$ cat src/rtl/cmp_pkg.sv
// Shared definitions for the compare datapath.
//   - op encodings for requester compare ops (bit0 = unsigned, bit1 = invert)
//   - requester port IDs
//   - default operand width
package cmp_pkg;
  localparam int XLEN_DEF = 64;

  localparam logic [1:0] CMP_LT  = 2'b00;  // SLT / BLT
  localparam logic [1:0] CMP_LTU = 2'b01;  // SLTU / BLTU
  localparam logic [1:0] CMP_GE  = 2'b10;  // BGE
  localparam logic [1:0] CMP_GEU = 2'b11;  // BGEU

  localparam int OP_UNS = 0;  // op bit: unsigned compare
  localparam int OP_INV = 1;  // op bit: invert sense (GE)

  localparam logic PORT_ALU = 1'b0;
  localparam logic PORT_BR  = 1'b1;
endpackage

$ cat src/rtl/signed_lt_comparator.sv
// Combinational signed less-than comparator.
//   reg1, reg2 : operands (two's complement)
//   lt         : 1 when reg1 < reg2 (signed)
module signed_lt_comparator #(
  parameter int XLEN = 64
) (
  input  logic [XLEN-1:0] reg1,
  input  logic [XLEN-1:0] reg2,
  output logic            lt
);
  assign lt = $signed(reg1) < $signed(reg2);
endmodule

$ cat src/rtl/slt_share_arbiter.sv
// Shares one signed less-than comparator between the ALU (port 0) and the
// branch unit (port 1). One request is granted per cycle; the result is
// registered once, tagged with the requester ID, and held under backpressure.
//   clk, rst_n              : clock, async active-low reset
//   req_valid / req_ready   : per-port handshake (bit0 = ALU, bit1 = branch)
//   req{0,1}_a/_b/_op       : operands and op (bit0 unsigned, bit1 invert)
//   rsp_valid / rsp_ready   : result register handshake
//   rsp_id, rsp_result      : owning requester and compare outcome
module slt_share_arbiter
  import cmp_pkg::*;
#(
  parameter int XLEN         = XLEN_DEF,
  parameter bit BRANCH_PRIO  = 1'b1,
  parameter int STARVE_LIMIT = 3
) (
  input  logic            clk,
  input  logic            rst_n,
  input  logic [1:0]      req_valid,
  output logic [1:0]      req_ready,
  input  logic [XLEN-1:0] req0_a,
  input  logic [XLEN-1:0] req0_b,
  input  logic [1:0]      req0_op,
  input  logic [XLEN-1:0] req1_a,
  input  logic [XLEN-1:0] req1_b,
  input  logic [1:0]      req1_op,
  output logic            rsp_valid,
  input  logic            rsp_ready,
  output logic            rsp_id,
  output logic            rsp_result
);
  logic       adv;
  logic [1:0] gnt;
  logic       rr_last;
  logic [3:0] starve_cnt;
  logic       starved;

  assign adv     = !rsp_valid | rsp_ready;
  assign starved = (starve_cnt == 4'(STARVE_LIMIT));

  always_comb begin
    gnt = 2'b00;
    case (req_valid)
      2'b01: gnt = 2'b01;
      2'b10: gnt = 2'b10;
      2'b11: begin
        if (BRANCH_PRIO) gnt = starved ? 2'b01 : 2'b10;
        else             gnt = rr_last ? 2'b01 : 2'b10;
      end
      default: gnt = 2'b00;
    endcase
  end

  assign req_ready = gnt & {2{adv}};

  logic fire;
  assign fire = |req_ready;

  // Operand mux ahead of the shared comparator; ungranted inputs never reach it.
  logic            sel;
  logic [XLEN-1:0] a, b, a_m, b_m;
  logic [1:0]      op;
  logic            lt, res;

  assign sel = gnt[PORT_BR];
  assign a   = sel ? req1_a  : req0_a;
  assign b   = sel ? req1_b  : req0_b;
  assign op  = sel ? req1_op : req0_op;

  // Flipping the MSB of both operands turns unsigned ordering into signed ordering.
  assign a_m = {a[XLEN-1] ^ op[OP_UNS], a[XLEN-2:0]};
  assign b_m = {b[XLEN-1] ^ op[OP_UNS], b[XLEN-2:0]};

  signed_lt_comparator #(.XLEN(XLEN)) u_cmp (
    .reg1 (a_m),
    .reg2 (b_m),
    .lt   (lt)
  );

  assign res = lt ^ op[OP_INV];

  always_ff @(posedge clk or negedge rst_n) begin
    if (!rst_n) begin
      rsp_valid  <= 1'b0;
      rsp_id     <= 1'b0;
      rsp_result <= 1'b0;
      rr_last    <= 1'b1;
      starve_cnt <= 4'd0;
    end else if (adv) begin
      rsp_valid <= fire;
      if (fire) begin
        rsp_id     <= sel;
        rsp_result <= res;
        rr_last    <= sel;
        if (!sel)
          starve_cnt <= 4'd0;
        else if (req_valid[0] && !starved)
          starve_cnt <= starve_cnt + 4'd1;
      end
    end
  end
endmodule

$ cat config.mk
export PLATFORM = sky130hd
export DESIGN_NAME = slt_share_arbiter
export DESIGN_NICKNAME = d
export VERILOG_FILES = /design/src/rtl/cmp_pkg.sv /design/src/rtl/signed_lt_comparator.sv /design/src/rtl/slt_share_arbiter.sv
export SDC_FILE = /design/constraint.sdc
export NUM_CORES = 1
export LEC_CHECK = 0
export BUFFER_PORTS_ARGS = -buffer_cell sky130_fd_sc_hd__buf_2
export CAP_MARGIN = 5
export CORE_AREA = 4 4 102 104
export CTS_CLUSTER_DIAMETER = 80
export DETAILED_ROUTE_END_ITERATION = 8
export DIE_AREA = 0 0 106 108
export PLACE_DENSITY = 0.8
export SETUP_SLACK_MARGIN = 0.02
export SLEW_MARGIN = 25
export SYNTH_ARGS = -nofsm -noshare
export SYNTH_HDL_FRONTEND = slang
export SYNTH_HIERARCHICAL = 1
export SYNTH_SLANG_ARGS = --single-unit
$ cat constraint.sdc
create_clock -name clk -period 9.6 [get_ports clk]
set_clock_uncertainty 0.15 [all_clocks]
set_input_delay 0.48 -clock clk [delete_from_list [all_inputs] [get_ports clk]]
set_output_delay 0.48 -clock clk [all_outputs]
set_load 0.05 [all_outputs]
==> impl_metrics.yaml, run 1 <==
status:
  status: "completed"
detailed_routing:
  via_per_inst: 4.949
  routed_wl_microns: 11700
  detail-route-antenna-nets: 0
  drt-pass1-iter-count: 4
  avgRoutedWirePerCell_microns: 14.34
  dr_total_vias: 4038
  drc: 0
  drtIter0Drc: 120
pwr:
  leakage_nw: 3.141
  peakVddDrop_mv: 0.08279
  power.switching_w: 0.0001495
  switching_share_pct: 40.38
  cellPowerDensity_nw_per_um2: 69.33
  seqPwrFrac_pct: 10.3
  pwr-share-comb_pct: 77.7
  clkPwrFrac_pct: 12.0
  p_int_w: 0.0002208
worst_setup_path:
  worst-r2r-setup-slack_ns: 4.32
  reg2reg_depth: 16
  cp-start-kind: "register"
  worst_path_largest_cell_delay_ns: 0.82
  critPathSlowestCell: "buf_4"
  path_max_fanout: 65
  r2r-start: "starve_cnt[0]$_DFFE_PN0P_"
  path_cells: "ha_1 -> nor3b_4 -> a21boi_4 -> buf_4 -> mux2_2 -> ha_1 -> a21oi_1 -> o21ai_0 -> a221oi_1 -> o31ai_1 -> a211oi_1 -> o21ai_2 -> xor2_1 -> nor2b_1 -> o2111a_1 -> a211o_1"
  cpMostUsedCell: "ha_1"
  critical_path_class: "reg -> reg"
  cp_data_required_time_ns: 9.57
  end_kind: "register"
  cp.arrival_ns: 5.26
  timing.rr.end: "rsp_result$_DFFE_PN0P_"
worst_hold_path:
  worstHoldPathType: "reg -> reg"
  min_to: "starve_cnt[1]$_DFFE_PN0P_"
  hold_depth: 2
  min-delay-start: "starve_cnt[1]$_DFFE_PN0P_"
cts:
  htreeDepth: 1
  clk_latency_ns: 0.24
  clk_path_buf_depth: 2
  cts_hold_buf: 1
  post_cts_buffers: 0
  root_buffer: "clkbuf_8"
  cts_resized: 0
  cts_buffers: 3
  path_clk_slew_ns: 0.04
  clock_sinks: 7
  cts_tree: "done"
final_layout:
  layout_commonest_cell: "buf_2"
  antennaDiodeCount: 0
  fillers: 864
  nets: 1013
  design_area_sq_um: 5341
  syn_to_final_growth_pct: 37.67
  final_layout_size_suffix_gt1_share_pct: 59.15
  final_cell_mix: "269 x buf_2, 76 x mux2_4, 67 x inv_1"
sta:
  finalHoldViolCount: 0
  tns_ns: 0
  max_freq_mhz: 189.2
  setup_viol: 0
  slew_headroom_pct: 34.77
  post-route-min-period_ns: 5.285
  rsz0062_at_grt: "no"
  worstMarginPinSlew_ns: 0.9784
  finalCritPeriodShare_pct: 55.05
  maxSlewViolCount: 0
floorplan:
  coreArea_sq_um: 9549
  core.rowCount: 36
  ios: 270
  die_h_microns: 108
  fp.dieW_microns: 106
  die-area_sq_um: 11450
  start_util_pct: 40.63
logic_synthesis:
  synth-edff-count: 0
  async_flop_share_pct: 100.0
  syn_area_per_cell_sq_um: 9.194
  ys_seq_area_share_pct: 4.515
  yosysWarnings: 6
  ys.flop_type: "dfrtp_1"
  syn_area_sq_um: 3880
  synth_nets: 751
  synth-seq-cells: 7
  postSynthCellCount: 422
  yosysUniqueCellTypes: 39
global_route:
  antenna_found_initial: 0
  grt_pass1_wl_microns: 18040
  grt_overflow: 0
  grt_max_degree: 66
  grt_pass1_vias: 4240
  grtUsageTotal_pct: 18.92
placed_design:
  gp_congestion: 0.8129
  hpwlAfterDp_microns: 10360
  io_buffers: 269
  dpl_cell_area_sq_um: 5285
run:
  max_cap_violations: 0
==> cells by family after synthesis <==
| family | synth area share [%] |
|---|---|
| buf+inv | 9.835 |
| simple gates | 9.674 |
| compound gates | 10.29 |
| flops | 4.515 |
| fa+ha+maj | 20.64 |
| mux | 43.92 |
| xor+xnor | 1.129 |
==> sequential cells by signal (all words and copies together), names as in the netlist <==
name and cells:
rsp_id 1, rsp_result 1, rsp_valid 1, starve_cnt 4
==> cell usage after synthesis, types with 2 or more instances <==
cell type / instances / area, sq um
nand2b_1: 6 / 37.54
nor2_1: 8 / 30.03
inv_1: 67 / 251.5
o21ai_0: 19 / 95.09
a221oi_1: 2 / 17.52
mux2_2: 50 / 563.0
or4_1: 2 / 15.01
xor2_1: 3 / 26.28
xnor2_1: 2 / 17.52
buf_6: 9 / 101.4
o31ai_1: 2 / 15.01
ha_1: 64 / 800.8
dfrtp_1: 7 / 175.2
nand2_1: 29 / 108.9
nand4_1: 7 / 43.79
a211oi_1: 6 / 45.04
buf_2: 5 / 25.02
nor3b_1: 2 / 15.01
nor2b_1: 4 / 25.02
o21ai_1: 3 / 15.01
nand3_1: 4 / 20.02
and4_1: 3 / 26.28
a21o_1: 2 / 15.01
mux2_4: 76 / 1141
nor3_1: 2 / 10.01
a21oi_1: 25 / 125.1
==> area by class of cell <==
| cell class | instances | area, sq um | share of cell area, % |
|---|---|---|---|
| multi-input cells | 333 | 3331 | 62.36 |
| repair buffers | 272 | 1371 | 25.67 |
| inverters | 67 | 251.5 | 4.708 |
| flip-flops and latches | 7 | 175.2 | 3.279 |
| well taps | 133 | 166.4 | 3.115 |
| clock buffers | 3 | 41.29 | 0.7730 |
| clock inverters | 1 | 5.005 | 0.09370 |
==> how the worst max path moves through the flow <==
stage	endpoint	slack [ns]	depth (start not counted)	startpoint
floorplan	rsp_result$_DFFE_PN0P_	5.59	17	starve_cnt[0]$_DFFE_PN0P_
global placement	rsp_result$_DFFE_PN0P_	4.32	16	starve_cnt[0]$_DFFE_PN0P_
detailed placement	rsp_result$_DFFE_PN0P_	4.20	16	starve_cnt[0]$_DFFE_PN0P_
CTS	rsp_result$_DFFE_PN0P_	4.18	16	starve_cnt[0]$_DFFE_PN0P_
global route	rsp_result$_DFFE_PN0P_	3.84	16	starve_cnt[0]$_DFFE_PN0P_
finish	rsp_result$_DFFE_PN0P_	4.32	16	starve_cnt[0]$_DFFE_PN0P_
==> power by group through the flow <==
stage	logic, W	registers (W)	clock network (W)
after floorplan	0.000188	0.0000461	0
after detailed placement	0.000287	0.0000384	0
after global placement	0.000277	0.0000380	0
final	0.000288	0.0000383	0.0000444
after CTS	0.000290	0.0000381	0.0000448
after global routing	0.000323	0.0000389	0.0000465
==> metal layers <==
| metal | up-vias | wire length (microns) | global-route usage [%] |
|---|---|---|---|
| met4 | 0 | 204 | 4.255 |
| met3 | 23 | 865 | 3.224 |
| li1 | 2020 | - | - |
| met2 | 185 | 6301 | 38.57 |
| met5 | - | 0 | 0 |
| met1 | 1810 | 4330 | 20.07 |
==> worst max-delay path, delay by kind of cell, from the launching register on <==
family          cells  cell delay, ns
xor+xnor            1            0.31
mux                 1            0.42
buf+inv             1            0.82
flops               1            0.40
compound gates      9            2.19
simple gates        2            0.27
fa+ha+maj           2            0.55
==> metrics by stage <==
step	utilization, %	cells	worst slack, ns	hold slack [ns]	total power (W)
finish	55.94	816	4.315	0.3812	0.0003703
floorplan	-	422	5.591	0.03441	0.0002344
CTS	55.94	816	4.176	0.3726	0.0003728
global route	55.94	816	3.836	0.4047	0.0004079
global placement	55.35	811	4.319	0.1718	0.0003149
detailed placement	55.35	811	4.201	0.1735	0.0003255
No activity file was read; power rests on OpenSTA's default activity.
==> run 2, diff against run 1 <==
--- a/config.mk
+++ b/config.mk
@@ -7,11 +7,11 @@
 export LEC_CHECK = 0
 export BUFFER_PORTS_ARGS = -buffer_cell sky130_fd_sc_hd__buf_2
 export CAP_MARGIN = 5
-export CORE_AREA = 4 4 102 104
+export CORE_AREA = 4 4 103 105
 export CTS_CLUSTER_DIAMETER = 80
 export DETAILED_ROUTE_END_ITERATION = 8
-export DIE_AREA = 0 0 106 108
-export PLACE_DENSITY = 0.8
+export DIE_AREA = 0 0 107 109
+export PLACE_DENSITY = 0.79
 export SETUP_SLACK_MARGIN = 0.02
 export SLEW_MARGIN = 25
 export SYNTH_ARGS = -nofsm -noshare
==> constraint.sdc (replaced) <==
create_clock -name clk -period 5.3 [get_ports clk]
set_clock_uncertainty 0.15 [all_clocks]
set_input_delay 0.265 -clock clk [delete_from_list [all_inputs] [get_ports clk]]
set_output_delay 0.265 -clock clk [all_outputs]
set_load 0.05 [all_outputs]
==> impl_metrics.yaml, run 2 (synthesized netlist as in run 1, its figures left out) <==
status:
  status: "completed"
cts:
  root_buffer: "clkbuf_8"
  post_cts_buffers: 0
  htreeDepth: 1
  clock_sinks: 7
  cts_tree: "done"
  clk_latency_ns: 0.23
  clk_path_buf_depth: 2
  path_clk_slew_ns: 0.04
  cts_buffers: 3
final_layout:
  top_register: "starve_cnt"
  syn_to_final_growth_pct: 38.31
  largest_reg_flops: 4
  multi_input_area_sq_um: 3331
  final_layout_size_suffix_gt1_share_pct: 59.15
  ff_latch_area_sq_um: 175.2
  final_cell_mix: "269 x buf_2, 76 x mux2_4, 67 x inv_1"
  nets: 1013
  design_area_sq_um: 5366
  fillers: 863
  antennaDiodeCount: 0
  layout_commonest_cell: "buf_2"
detailed_routing:
  drt-pass1-iter-count: 5
  via_per_inst: 4.809
  routed_wl_microns: 11670
  drtIter0Drc: 111
  dr_total_vias: 3924
  detail-route-antenna-nets: 0
  avgRoutedWirePerCell_microns: 14.31
  drc: 0
sta:
  slew_headroom_pct: 72.21
  finalCritPeriodShare_pct: 84.76
  rsz0062_at_grt: "no"
  finalHoldViolCount: 0
  maxSlewViolCount: 0
  tns_ns: 0
  worstMarginPinSlew_ns: 0.4169
  max_freq_mhz: 222.6
  setup_viol: 0
  post-route-min-period_ns: 4.492
placed_design:
  dpl_cell_area_sq_um: 5310
  io_buffers: 269
  hpwlAfterDp_microns: 10570
  gp_congestion: 0.8256
floorplan:
  start_util_pct: 40.25
  coreArea_sq_um: 9639
  core.rowCount: 36
  ios: 270
  die_h_microns: 109
  fp.dieW_microns: 107
  die-area_sq_um: 11660
worst_setup_path:
  path_max_fanout: 66
  cp-start-kind: "register"
  r2r-start: "starve_cnt[0]$_DFFE_PN0P_"
  cp_data_required_time_ns: 5.25
  crit_buf_inv: 1
  cpMostUsedCell: "ha_1"
  end_kind: "register"
  critPathSlowestCell: "or4_1"
  setup.worst_path.start: "starve_cnt[0]$_DFFE_PN0P_"
  critical_path_class: "reg -> reg"
  worst_path_largest_cell_delay_ns: 0.54
  cp.arrival_ns: 4.45
  cpLargestDelayFamily: "compound AO/OA/AOI/OAI gates"
  path_cells: "ha_1 -> nor3b_4 -> a21boi_4 -> buf_12 -> mux2_2 -> ha_1 -> nand4_1 -> or4_1 -> o211ai_1 -> a211oi_1 -> o21ai_2 -> xor2_1 -> nor2b_1 -> o2111a_1 -> a211o_1"
pwr:
  leakage_nw: 3.150
  cellPowerDensity_nw_per_um2: 123.4
  p_total_w: 0.0006621
  peakVddDrop_mv: 0.2051
global_route:
  grt_pass1_wl_microns: 17660
  grt_pass1_vias: 4126
  grt_overflow: 0
  grt_max_degree: 67
  antenna_found_initial: 0
  grtUsageTotal_pct: 18.25
worst_hold_path:
  worstHoldPathType: "in -> reg"
  min-delay-start: "req_valid[1]"
run:
  max_cap_violations: 0
[run 2: worst reg2reg max path, cell delays in order (launching register included)]
cell and delay (ns):
dfrtp_1 0.40, ha_1 0.24, nor3b_4 0.18, a21boi_4 0.23, buf_12 0.38, mux2_2 0.43, ha_1 0.32, nand4_1 0.13
or4_1 0.54, o211ai_1 0.23, a211oi_1 0.15, o21ai_2 0.16, xor2_1 0.30, nor2b_1 0.08, o2111a_1 0.24, a211o_1 0.21
[run 2: worst paths after layout]
| path | slack (ns) | endpoint | cells past startpoint |
|---|---|---|---|
| worst max-delay path | 0.81 | rsp_result$_DFFE_PN0P_ | 15 |
| worst min-delay path | 0.18 | rsp_valid$_DFFE_PN0N_ | 3 |
| worst max register to register | 0.81 | rsp_result$_DFFE_PN0P_ | 15 |
| worst min register to register | 0.37 | rsp_result$_DFFE_PN0P_ | 1 |
| max in group asynchronous | 4.58 | starve_cnt[3]$_DFFE_PN0P_ | 2 |
| min in group asynchronous | 0.25 | rsp_id$_DFFE_PN0P_ | 2 |
[run 2: report_power, final]
part           switching [W]  internal (W)
registers         0.00000688     0.0000619
logic               0.000231      0.000287
clock network      0.0000235     0.0000509
[run 2: layer usage]
layer / wire (microns) / up-vias / global-route usage [%]
met5: 0 / - / 0
met4: 193 / 0 / 4.110
met3: 762 / 20 / 2.309
met2: 6338 / 154 / 37.46
met1: 4379 / 1726 / 19.60
li1: - / 2024 / -
[run 2: per-stage QoR]
| stage | cells | util, % | hold slack [ns] | setup WS, ns |
|---|---|---|---|---|
| 6_report | 816 | 55.67 | 0.1779 | 0.8077 |
| 5_1_grt | 816 | 55.67 | 0.1856 | 0.4728 |
| 4_1_cts | 816 | 55.67 | 0.1680 | 0.6972 |
| 3_5_place_dp | 811 | 55.09 | -0.04128 | 0.7155 |
| 3_3_place_gp | 811 | 55.09 | -0.04392 | 0.8216 |
| 2_1_floorplan | 422 | - | -0.1806 | 1.291 |
[run 2: cell type report]
type / count / share of cell area (%)
clock buffer: 3 / 0.7694
clock inverter: 1 / 0.09326
inverter: 67 / 4.686
multi-input combinational: 333 / 62.07
sequential: 7 / 3.264
tap: 133 / 3.101
timing repair buffer: 272 / 26.02
[run 2: repair_timing]
item	in CTS	in global routing
hold buffers	1	0
gates resized for setup	0	0
hold endpoints to repair	7	0
